==> config.mk <==
export PLATFORM = sky130hd
export DESIGN_NAME = rs_wakeup_select
export DESIGN_NICKNAME = d
export VERILOG_FILES = /design/src/rtl/rs_pkg.sv /design/src/rtl/rs_pick.sv /design/src/rtl/rs_wakeup_select.sv
export SDC_FILE = /design/constraint.sdc
export NUM_CORES = 2
export LEC_CHECK = 0
export ABC_AREA = 0
export BUFFER_PORTS_ARGS = -buffer_cell sky130_fd_sc_hd__buf_2
export CAP_MARGIN = 20
export CORE_UTILIZATION = 47
export CTS_CLUSTER_DIAMETER = 100
export DETAILED_ROUTE_END_ITERATION = 10
export RECOVER_POWER = 50
export SYNTH_ARGS = -nofsm -noshare
export SYNTH_HDL_FRONTEND = slang
export SYNTH_SLANG_ARGS = --single-unit
==> constraint.sdc <==
create_clock -name clk_in -period 3.7 [get_ports clk_in]
set_input_delay 0.37 -clock clk_in [delete_from_list [all_inputs] [get_ports clk_in]]
set_output_delay 0.37 -clock clk_in [all_outputs]
set_load 0.02 [all_outputs]
==> src/rtl/rs_pkg.sv <==
`default_nettype none
// ============================================================================
//  Module      : rs_pkg
//  Description : Shared constants and entry types for the reservation station.
//  Revision    : 1.0 - initial release
// ============================================================================
package rs_pkg;

    localparam int XLEN             = 32;
    localparam int TYPE_BIT_DEFAULT = 5;

    typedef struct packed {
        logic [XLEN-1:0] val;
        logic            has_dep;
    } rs_opnd_t;

    // Tag, type and ROB id widths are module parameters, so they live beside this struct.
    typedef struct packed {
        logic     busy;
        rs_opnd_t r1;
        rs_opnd_t r2;
    } rs_entry_t;

    function automatic logic entry_ready(input rs_entry_t e);
        return e.busy && !e.r1.has_dep && !e.r2.has_dep;
    endfunction

endpackage
`default_nettype wire

==> src/rtl/rs_pick.sv <==
`default_nettype none
// ============================================================================
//  Module      : rs_pick
//  Description : Picks one requester: lowest index, or oldest via age matrix.
//  Revision    : 1.0 - initial release
// ============================================================================
module rs_pick
    import rs_pkg::*;
#(
    parameter int N       = 8,
    parameter bit USE_AGE = 1'b0
) (
    input  logic [N-1:0]         req_i,
    input  logic [N-1:0][N-1:0]  age_i,
    output logic [$clog2(N)-1:0] idx_o,
    output logic                 any_o
);

    localparam int IW = $clog2(N);

    // age_i[i][j] set means entry j was allocated before entry i.
    always_comb begin
        idx_o = '0;
        any_o = |req_i;
        if (USE_AGE) begin
            for (int i = 0; i < N; i++) begin
                if (req_i[i] && ((age_i[i] & req_i) == '0)) begin
                    idx_o = IW'(i);
                end
            end
        end else begin
            for (int i = N - 1; i >= 0; i--) begin
                if (req_i[i]) begin
                    idx_o = IW'(i);
                end
            end
        end
    end

endmodule
`default_nettype wire

==> src/rtl/rs_wakeup_select.sv <==
`default_nettype none
// ============================================================================
//  Module      : rs_wakeup_select
//  Description : Reservation station with CDB wakeup and single ALU issue.
//                Define RS_AGE_ORDER_EN for oldest-first issue selection.
//  Revision    : 1.0 - initial release
// ============================================================================
module rs_wakeup_select
    import rs_pkg::*;
#(
    parameter int RS_SIZE      = 8,
    parameter int ROB_SIZE_BIT = 4,
    parameter int TYPE_BIT     = TYPE_BIT_DEFAULT,
    parameter int CDB_PORTS    = 2
) (
    input  logic                               clk_in,
    input  logic                               rst_in,
    input  logic                               rdy_in,
    input  logic                               rob_clear,
    input  logic                               in_valid,
    input  logic [TYPE_BIT-1:0]                in_type,
    input  logic [XLEN-1:0]                    in_r1_val,
    input  logic [XLEN-1:0]                    in_r2_val,
    input  logic                               in_r1_has_dep,
    input  logic                               in_r2_has_dep,
    input  logic [ROB_SIZE_BIT-1:0]            in_r1_dep,
    input  logic [ROB_SIZE_BIT-1:0]            in_r2_dep,
    input  logic [ROB_SIZE_BIT-1:0]            in_rob_id,
    output logic                               rs_full,
    output logic [$clog2(RS_SIZE):0]           rs_count,
    input  logic [CDB_PORTS-1:0]               cdb_valid,
    input  logic [CDB_PORTS*ROB_SIZE_BIT-1:0]  cdb_rob_id,
    input  logic [CDB_PORTS*XLEN-1:0]          cdb_value,
    output logic                               alu_valid,
    input  logic                               alu_ready,
    output logic [TYPE_BIT-1:0]                alu_type,
    output logic [XLEN-1:0]                    alu_r1_val,
    output logic [XLEN-1:0]                    alu_r2_val,
    output logic [ROB_SIZE_BIT-1:0]            alu_rob_id
);

    localparam int IDX_W = $clog2(RS_SIZE);
    localparam int CNT_W = IDX_W + 1;
    localparam int RB    = ROB_SIZE_BIT;

    rs_entry_t           ent_q  [RS_SIZE];
    rs_entry_t           ent_d  [RS_SIZE];
    logic [RB-1:0]       dep1_q [RS_SIZE];
    logic [RB-1:0]       dep1_d [RS_SIZE];
    logic [RB-1:0]       dep2_q [RS_SIZE];
    logic [RB-1:0]       dep2_d [RS_SIZE];
    logic [RB-1:0]       rob_q  [RS_SIZE];
    logic [RB-1:0]       rob_d  [RS_SIZE];
    logic [TYPE_BIT-1:0] type_q [RS_SIZE];
    logic [TYPE_BIT-1:0] type_d [RS_SIZE];

    logic [CNT_W-1:0] count_q, count_d;
    logic             lock_q, lock_d;
    logic [IDX_W-1:0] lock_idx_q, lock_idx_d;

    logic [RS_SIZE-1:0]              ready, free;
    logic [RS_SIZE-1:0][RS_SIZE-1:0] age;
    logic [IDX_W-1:0]                pick_idx, free_idx, sel_idx;
    logic                            pick_any, free_any;
    logic                            disp, xfer;
    rs_opnd_t                        in1_op, in2_op;

    // Lowest port index wins when several ports carry the same tag.
    function automatic logic [XLEN:0] cdb_lookup(input logic [RB-1:0] tag);
        logic [XLEN:0] res;
        res = '0;
        for (int p = CDB_PORTS - 1; p >= 0; p--) begin
            if (cdb_valid[p] && (cdb_rob_id[p*RB +: RB] == tag)) begin
                res = {1'b1, cdb_value[p*XLEN +: XLEN]};
            end
        end
        return res;
    endfunction

    function automatic rs_opnd_t capture(input rs_opnd_t op, input logic [RB-1:0] tag);
        rs_opnd_t      res;
        logic [XLEN:0] hit;
        hit = cdb_lookup(tag);
        res = op;
        if (op.has_dep && hit[XLEN]) begin
            res.val     = hit[XLEN-1:0];
            res.has_dep = 1'b0;
        end
        return res;
    endfunction

    always_comb begin
        for (int i = 0; i < RS_SIZE; i++) begin
            ready[i] = entry_ready(ent_q[i]);
            free[i]  = !ent_q[i].busy;
        end
    end

`ifdef RS_AGE_ORDER_EN
    localparam bit AGE_EN = 1'b1;

    logic [RS_SIZE-1:0][RS_SIZE-1:0] age_q, age_d;

    // A new entry is younger than everything still busy after this edge.
    always_comb begin
        age_d = age_q;
        if (disp) begin
            for (int i = 0; i < RS_SIZE; i++) begin
                age_d[i][free_idx] = 1'b0;
            end
            age_d[free_idx] = ~free;
            if (xfer) begin
                age_d[free_idx][sel_idx] = 1'b0;
            end
        end
    end

    always_ff @(posedge clk_in) begin
        if (rst_in) begin
            age_q <= '0;
        end else begin
            age_q <= age_d;
        end
    end

    assign age = age_q;
`else
    localparam bit AGE_EN = 1'b0;

    assign age = '0;
`endif

    rs_pick #(
        .N       (RS_SIZE),
        .USE_AGE (AGE_EN)
    ) u_issue_pick (
        .req_i (ready),
        .age_i (age),
        .idx_o (pick_idx),
        .any_o (pick_any)
    );

    rs_pick #(
        .N       (RS_SIZE),
        .USE_AGE (1'b0)
    ) u_free_pick (
        .req_i (free),
        .age_i ('0),
        .idx_o (free_idx),
        .any_o (free_any)
    );

    // A stalled offer stays locked so late wakeups cannot steal the slot.
    assign sel_idx   = lock_q ? lock_idx_q : pick_idx;
    assign alu_valid = pick_any;
    assign xfer      = pick_any && alu_ready && rdy_in;
    assign disp      = rdy_in && in_valid && !rob_clear && free_any;
    assign rs_full   = (count_q == CNT_W'(RS_SIZE));
    assign rs_count  = count_q;

    always_comb begin
        alu_type   = '0;
        alu_r1_val = '0;
        alu_r2_val = '0;
        alu_rob_id = '0;
        if (pick_any) begin
            alu_type   = type_q[sel_idx];
            alu_r1_val = ent_q[sel_idx].r1.val;
            alu_r2_val = ent_q[sel_idx].r2.val;
            alu_rob_id = rob_q[sel_idx];
        end
    end

    always_comb begin
        ent_d      = ent_q;
        dep1_d     = dep1_q;
        dep2_d     = dep2_q;
        rob_d      = rob_q;
        type_d     = type_q;
        count_d    = count_q;
        lock_d     = lock_q;
        lock_idx_d = lock_idx_q;
        in1_op.val     = in_r1_val;
        in1_op.has_dep = in_r1_has_dep;
        in2_op.val     = in_r2_val;
        in2_op.has_dep = in_r2_has_dep;
        if (rdy_in) begin
            for (int i = 0; i < RS_SIZE; i++) begin
                if (ent_q[i].busy) begin
                    ent_d[i].r1 = capture(ent_q[i].r1, dep1_q[i]);
                    ent_d[i].r2 = capture(ent_q[i].r2, dep2_q[i]);
                end
            end
            if (xfer) begin
                ent_d[sel_idx].busy = 1'b0;
            end
            if (disp) begin
                ent_d[free_idx].busy = 1'b1;
                ent_d[free_idx].r1   = capture(in1_op, in_r1_dep);
                ent_d[free_idx].r2   = capture(in2_op, in_r2_dep);
                dep1_d[free_idx]     = in_r1_dep;
                dep2_d[free_idx]     = in_r2_dep;
                rob_d[free_idx]      = in_rob_id;
                type_d[free_idx]     = in_type;
            end
            count_d    = count_q + CNT_W'(disp) - CNT_W'(xfer);
            lock_d     = pick_any && !alu_ready;
            lock_idx_d = sel_idx;
            if (rob_clear) begin
                for (int i = 0; i < RS_SIZE; i++) begin
                    ent_d[i].busy = 1'b0;
                end
                count_d = '0;
                lock_d  = 1'b0;
            end
        end
    end

    always_ff @(posedge clk_in) begin
        if (rst_in) begin
            for (int i = 0; i < RS_SIZE; i++) begin
                ent_q[i]  <= '0;
                dep1_q[i] <= '0;
                dep2_q[i] <= '0;
                rob_q[i]  <= '0;
                type_q[i] <= '0;
            end
            count_q    <= '0;
            lock_q     <= 1'b0;
            lock_idx_q <= '0;
        end else begin
            ent_q      <= ent_d;
            dep1_q     <= dep1_d;
            dep2_q     <= dep2_d;
            rob_q      <= rob_d;
            type_q     <= type_d;
            count_q    <= count_d;
            lock_q     <= lock_d;
            lock_idx_q <= lock_idx_d;
        end
    end

endmodule
`default_nettype wire

Word level (Yosys, flattened, before mapping). Cells that the tools add are included.

$add $sub $neg: 2. $lt $le $gt $ge: 4. Eq/ne operators: 37. Multiplexer cells: 173. Bitwise gates (word level): 2. Reductions and logical operators: 107.

Operator list (number): $mux W33 (95); $bwmux W536 (4); $mux W536 (3); $mux W66 (19); $demux W67 S3 (4); $bmux W67 S3 (1); $eq A4 B4 Y1 (36); $mux W67 (2); $bwmux W32 (3); $logic_and A1 B1 Y1 (78); $mux W32 (2); $mux W3 (17); $bwmux W40 (1); $logic_not A1 Y1 (26); $mux W4 (5); $mux W5 (4); $reduce_or A8 Y1 (2); $bmux W5 S3 (1); $demux W5 S3 (1); $bmux W4 S3 (1); $demux W4 S3 (1); $mux W1 (9); $ge A4 B4 Y1 const B (2); $lt A4 B1 Y1 const B (2); 5 further kinds (6).

Register bits: 680. Input bits: 163. Output and inout bits: 79. Word-level logic and storage cells: 400.

Longest topological paths before layout.
Depth in word-level cells: 25. Mapped depth: 14. Gate-level depth less buffers: 13.

Cells and area by module. A second synthesis with hierarchy kept.

Cell total of the unflattened synthesis: 4879. Area, all modules: 42069.1 sq um.

Modules (own cells, without submodules): rs_wakeup_select (instances 1, cells each 4853, area an instance 41906.4 sq um, sequential area each 13613.1 sq um); rs_pick (instances 2, cells each 13, area an instance 81.3 sq um, sequential area each 0.0 sq um).

Least setup slack after synthesis. No wires, ideal clock.

Kind: register to register. Start point: register ent_q[133] in the netlist's numbering. End point: register count_q[2], in the netlist rs_count[2]. Library setup time: 0.128 ns. Arrival time: 2.690 ns. Data required time: 3.572 ns. Slack: 0.882 ns. Cell stages (with the launch flop): 14. Buffers on the path: 1. Period minus slack after synthesis: 2.818 ns. Cells stage by stage: dfxtp_1 > buf_2 > nor3b_1 > a21oi_1 > nand3_1 > nand3_1 > inv_1 > ha_1 > inv_1 > ha_1 > fa_1 > xor2_1 > a31oi_1 > nor2_1.

Longest elaborated chain between the ends: 7. Elaborated cells between the ends (all ways): 11. Those cells by class: 2 x add/sub; 1 x mux; 8 x reduce/logical.

Ends and longest elaborated chain: from (decl) (RTL line rs_wakeup_select.sv:46) `rs_entry_t ent_q [RS_SIZE];`; from (signal assigned) (RTL line rs_wakeup_select.sv:232) `ent_q <= ent_d;`; $logic_and A1 B1 Y1 (2 in series) (RTL line rs_pkg.sv:25) `return e.busy && !e.r1.has_dep && !e.r2.has_dep;`; $reduce_or A8 Y1 (RTL line rs_pick.sv:24) `any_o = |req_i;`; via alu_valid (RTL line rs_wakeup_select.sv:34) `output logic alu_valid,`; $logic_and A1 B1 Y1 (2 in series) (RTL line rs_wakeup_select.sv:156) `assign xfer = pick_any && alu_ready && rdy_in;`; $sub A4 B1 Y4 (RTL line rs_wakeup_select.sv:206) `count_d = count_q + CNT_W'(disp) - CNT_W'(xfer);`; $mux W4 (RTL line rs_wakeup_select.sv:209) `if (rob_clear) begin`; to (signal assigned) (RTL line rs_wakeup_select.sv:237) `count_q <= count_d;`; to (decl) (RTL line rs_wakeup_select.sv:57) `logic [CNT_W-1:0] count_q, count_d;`.

The timed path passes the listed nets, and every way through them passes these cells. A chain may end at the register's enable or synchronous reset.

Final worst setup path.
Start point: input port rdy_in. End point: register ent_q[47] in the netlist's numbering.

Longest elaborated chain between the ends: 7. Elaborated cells between the ends (all ways): 10. Those cells by class: 6 x mux; 4 x reduce/logical.

Ends and longest elaborated chain: from (decl) (RTL line rs_wakeup_select.sv:18) `input logic rdy_in,`; $logic_and A1 B1 Y1 (RTL line rs_wakeup_select.sv:156); $mux W536 (RTL line rs_wakeup_select.sv:194) `if (xfer) begin`; $mux W536 (RTL line rs_wakeup_select.sv:187) `if (rdy_in) begin`; $bwmux W536 (RTL line rs_wakeup_select.sv:198) `ent_d[free_idx].busy = 1'b1;`; $bwmux W536 (RTL line rs_wakeup_select.sv:199) `ent_d[free_idx].r1 = capture(in1_op, in_r1_dep);`; $bwmux W536 (RTL line rs_wakeup_select.sv:200) `ent_d[free_idx].r2 = capture(in2_op, in_r2_dep);`; $mux W536 (RTL line rs_wakeup_select.sv:197) `if (disp) begin`.

Parallel ways exist; a longest one is shown, timed or not. The select of a mux whose other input is x is not followed.

==> results by group <==
Outcome
  – Outcome: finished with violations
  – Failing checks: capacitance limit, slew limit

Power
  – Int Power: 13.5 mW
  – Max VDD drop: 0.000333 V
  – Clk network pwr share: 46.6%
  – Sequential share of power: 41.1%
  – Psw: 5.17 mW
  – Total power divided by cell area: 379 nW/µm²
  – Switching share of total power: 27.7%
  – Combinational share of power: 12.3%
  – Leakage: 16.5 nW
  – Tot Pwr: 18.7 mW

Logic synthesis
  – Syn Inst Count: 5619
  – Cell Area, Synth: 43700 µm²
  – Synth area leaders: dfxtp_1, mux2i_1, nand2_1, a211oi_1, mux2_2
  – Synth Net Count: 5788
  – Top_reg_cell synth: dfxtp_1
  – Synth warnings: 0
  – Synth top area share: 31.2%
  – Seq/Total Area, Yosys: 31.2%
  – Number of synthesized flops with an enable pin: 0
  – Cell taking the most area after synthesis: dfxtp_1
  – Synth cell types: 65
  – Post-Syn Area per Cell: 7.77 µm²
  – Ys async rst share: 0%
  – Post-synthesis register bit count: 680

Global routing
  – First-pass GRT wire length: 272000 µm
  – GRT overflow: 0
  – Vias in the first global route: 40.7k
  – Largest net degree at the start of global routing: 161
  – Tot GR Track Use: 37.8%
  – Initial antenna violation count: 11

Cells and area
  – Share of cells above drive strength 1: 16.1%
  – Final nets: 5625
  – Area growth syn-to-layout: 12.8%

Drt
  – DR vias: 44.6k
  – Initial DRT Pass Iterations: 9
  – Initial DRC count: 5899
  – Vias per cell: 6.58
  – Drt drc: 0
  – Post-route ant nets: 0
  – WL/cell: 27.3 µm
  – Final wirelength: 185000 µm

STA
  – Slew HR: -35.0%
  – Clock Skews: 0.0274 ns
  – Final Slew Violations: 302
  – Period utilisation layout: 99.8%
  – RSZ-0062 raised after global routing: true
  – # setup viols final: 0
  – Final hold vios: 0
  – Worst-margin pin slew: 2.03 ns
  – Clock period minus worst slack: 3.69 ns
  – Setup TNS: 0 ns
  – FMAX: 0.271 GHz

Setup path
  – Reg2Reg Depth: 7
  – Critical path launch point type: primary input
  – CP Class: in2reg
  – Critical path's largest stage delay: 1.37 ns
  – CP Cell Sequence: buf_8 -> clkbuf_4 -> inv_6 -> clkbuf_2 -> a211oi_1 -> nor3_1
  – Critical path's slowest cell: clkbuf_4
  – Worst path top cell family by delay: buffers and inverters
  – Crit path depth: 6
  – Required time of the critical path: 4.22 ns
  – WP buf/inv: 4
  – CP Capture Type: flop
  – Crit Path Max Fanout: 149
  – Critical Path AT: 4.21 ns

Die
  – Core area: 91800 µm²
  – Rows: 111
  – Initial core utilization: 47.6%
  – Die outline width: 307 µm
  – Full die area: 94200 µm²
  – I/O pins: 242
  – Height of the die: 307 µm

Clocking
  – CTS tree: built
  – Clock Latency Late Sink: 0.67 ns
  – H-Tree Depth: 3
  – Root Buffer: clkbuf_16
  – Sink Count: 680
  – Clock transition at path regs: 0.06 ns
  – Num CTS Buffers: 82
  – Clock buffer depth: 3

Placement
  – Detailed Place HPWL: 106000 µm
  – I/O Buffers: 241
  – RePlAce Congestion: 0.898

Job
  – Max-cap viol count: 4

Worst hold path
  – Hold Crit Class: in2reg
  – Hold Path Cell Cnt: 3
[cell type report]
cell class / instances / area (µm²)
well taps: 1243 / 1560
clock inverters: 32 / 440
fillers: 8604 / 42500
flip-flops and latches: 680 / 13600
repair buffers: 440 / 3650
diodes: 10 / 25.0
clock buffers: 113 / 2380
multi-input cells: 4239 / 27500
inverters: 13 / 53.8
[layer usage]
| metal | vias up | track usage [%] | share of wire, % |
|---|---|---|---|
| li1 | 19900 | - | - |
| met1 | 21300 | 51.5 | 41 |
| met2 | 2755 | 56.9 | 43 |
| met3 | 550 | 7.37 | 11 |
| met4 | 4 | 18.3 | 5.0 |
| met5 | - | 0 | 0.014 |
[final timing paths]
kind / startpoint / endpoint / slack [ns]
max: rdy_in / ent_q[47] / 0.009
min: in_type[4] / type_q[19] / 0.03
max reg2reg: ent_q[468] / ent_q[327] / 0.31
min reg2reg: ent_q[491] / ent_q[491] / 0.45
[metrics by stage]
stage                     std cells  cell area (µm²)  util (%)  worst slack (ns)  hold WS [ns]
after floorplan                5619            43700         -             0.882         0.431
after global placement         6587            45900      50.0             0.428         0.438
after detailed placement       6587            45900      50.0             0.401         0.443
after CTS                      6751            49200      53.6           -0.0548       0.00392
after global routing           6764            49200      53.6           -0.0693        0.0283
final                          6770            49300      53.7           0.00869        0.0276
[worst min-delay path: cells and delay by family]
family,cells,cell delay [ns]
AND/OR/NAND/NOR,1,0.07
buffers and inverters,1,0.16
AO/OA/AOI/OAI,1,0.05
[layout by cell type (no fill, tap or decap), types with 13 or more instances in the layout]
cell       count
a211oi_1     408
a221oi_1      14
o221ai_2      26
clkbuf_8      13
a22oi_1      141
dfxtp_1      678
nor3_1       234
o21ai_0      280
a222oi_1      32
nand3_1       24
buf_4        120
mux2i_1      508
clkbuf_16     88
mux2_2       197
xor2_1        94
nand2_1      843
o221ai_1      46
a31oi_2       16
clkbuf_1      24
a21oi_1      384
xnor2_1       52
nor2_1       526
buf_12        56
and4_1        16
buf_2        227
o22a_1        73
a31oi_1      126
mux2_1        30
clkinv_2      14
[flip-flops by register name, summed over array words and instances, names as in the netlist]
| register | cells |
|---|---|
| ent_q | 536 |
| type_q | 40 |
| dep1_q | 32 |
| dep2_q | 32 |
| rob_q | 32 |
| rs_count | 4 |
| lock_idx_q | 3 |
| lock_q | 1 |
[what timing repair did]
item	4_1_cts	5_1_grt
cloned	6	2
resized for setup	37	31
hold buffers	3	0
pin swaps	4	4
endpoints found under the hold margin	14	0
setup buffers	10	7
endpoints found under the setup margin	68	43
[synthesized netlist by cell type (all sizes together), types with 28 or more instances]
cell and count:
a222oi 32, a31oi 142, a22oi 141, clkbuf 467, nand3 28, mux2 228, a211oi 408, o221ai 73
o21ai 287, buf 222, nand2 846, o22a 73, nor3 243, xnor2 52, dfxtp 680, mux2i 516
a21oi 386, xor2 94, nor2 536
[cells by family after synthesis]
logic type	Yosys count	share of synthesized area [%]
AND/OR/NAND/NOR	1730	16.4
AO/OA/AOI/OAI	1611	24.7
multiplexers	744	17.7
buffers and inverters	702	6.94
flip-flops	680	31.2
XOR/XNOR	146	2.93
adder cells (fa/ha/maj)	6	0.189
[power groups by stage]
stage / registers, mW / clock network, mW / logic (mW)
2_1_floorplan: 7.78 / 0 / 1.55
5_1_grt: 7.69 / 9.03 / 2.45
3_5_place_dp: 7.82 / 0 / 2.23
4_1_cts: 7.67 / 8.73 / 2.25
6_report: 7.67 / 8.69 / 2.31
3_3_place_gp: 7.83 / 0 / 2.20
(Power assumes the default switching activity.)
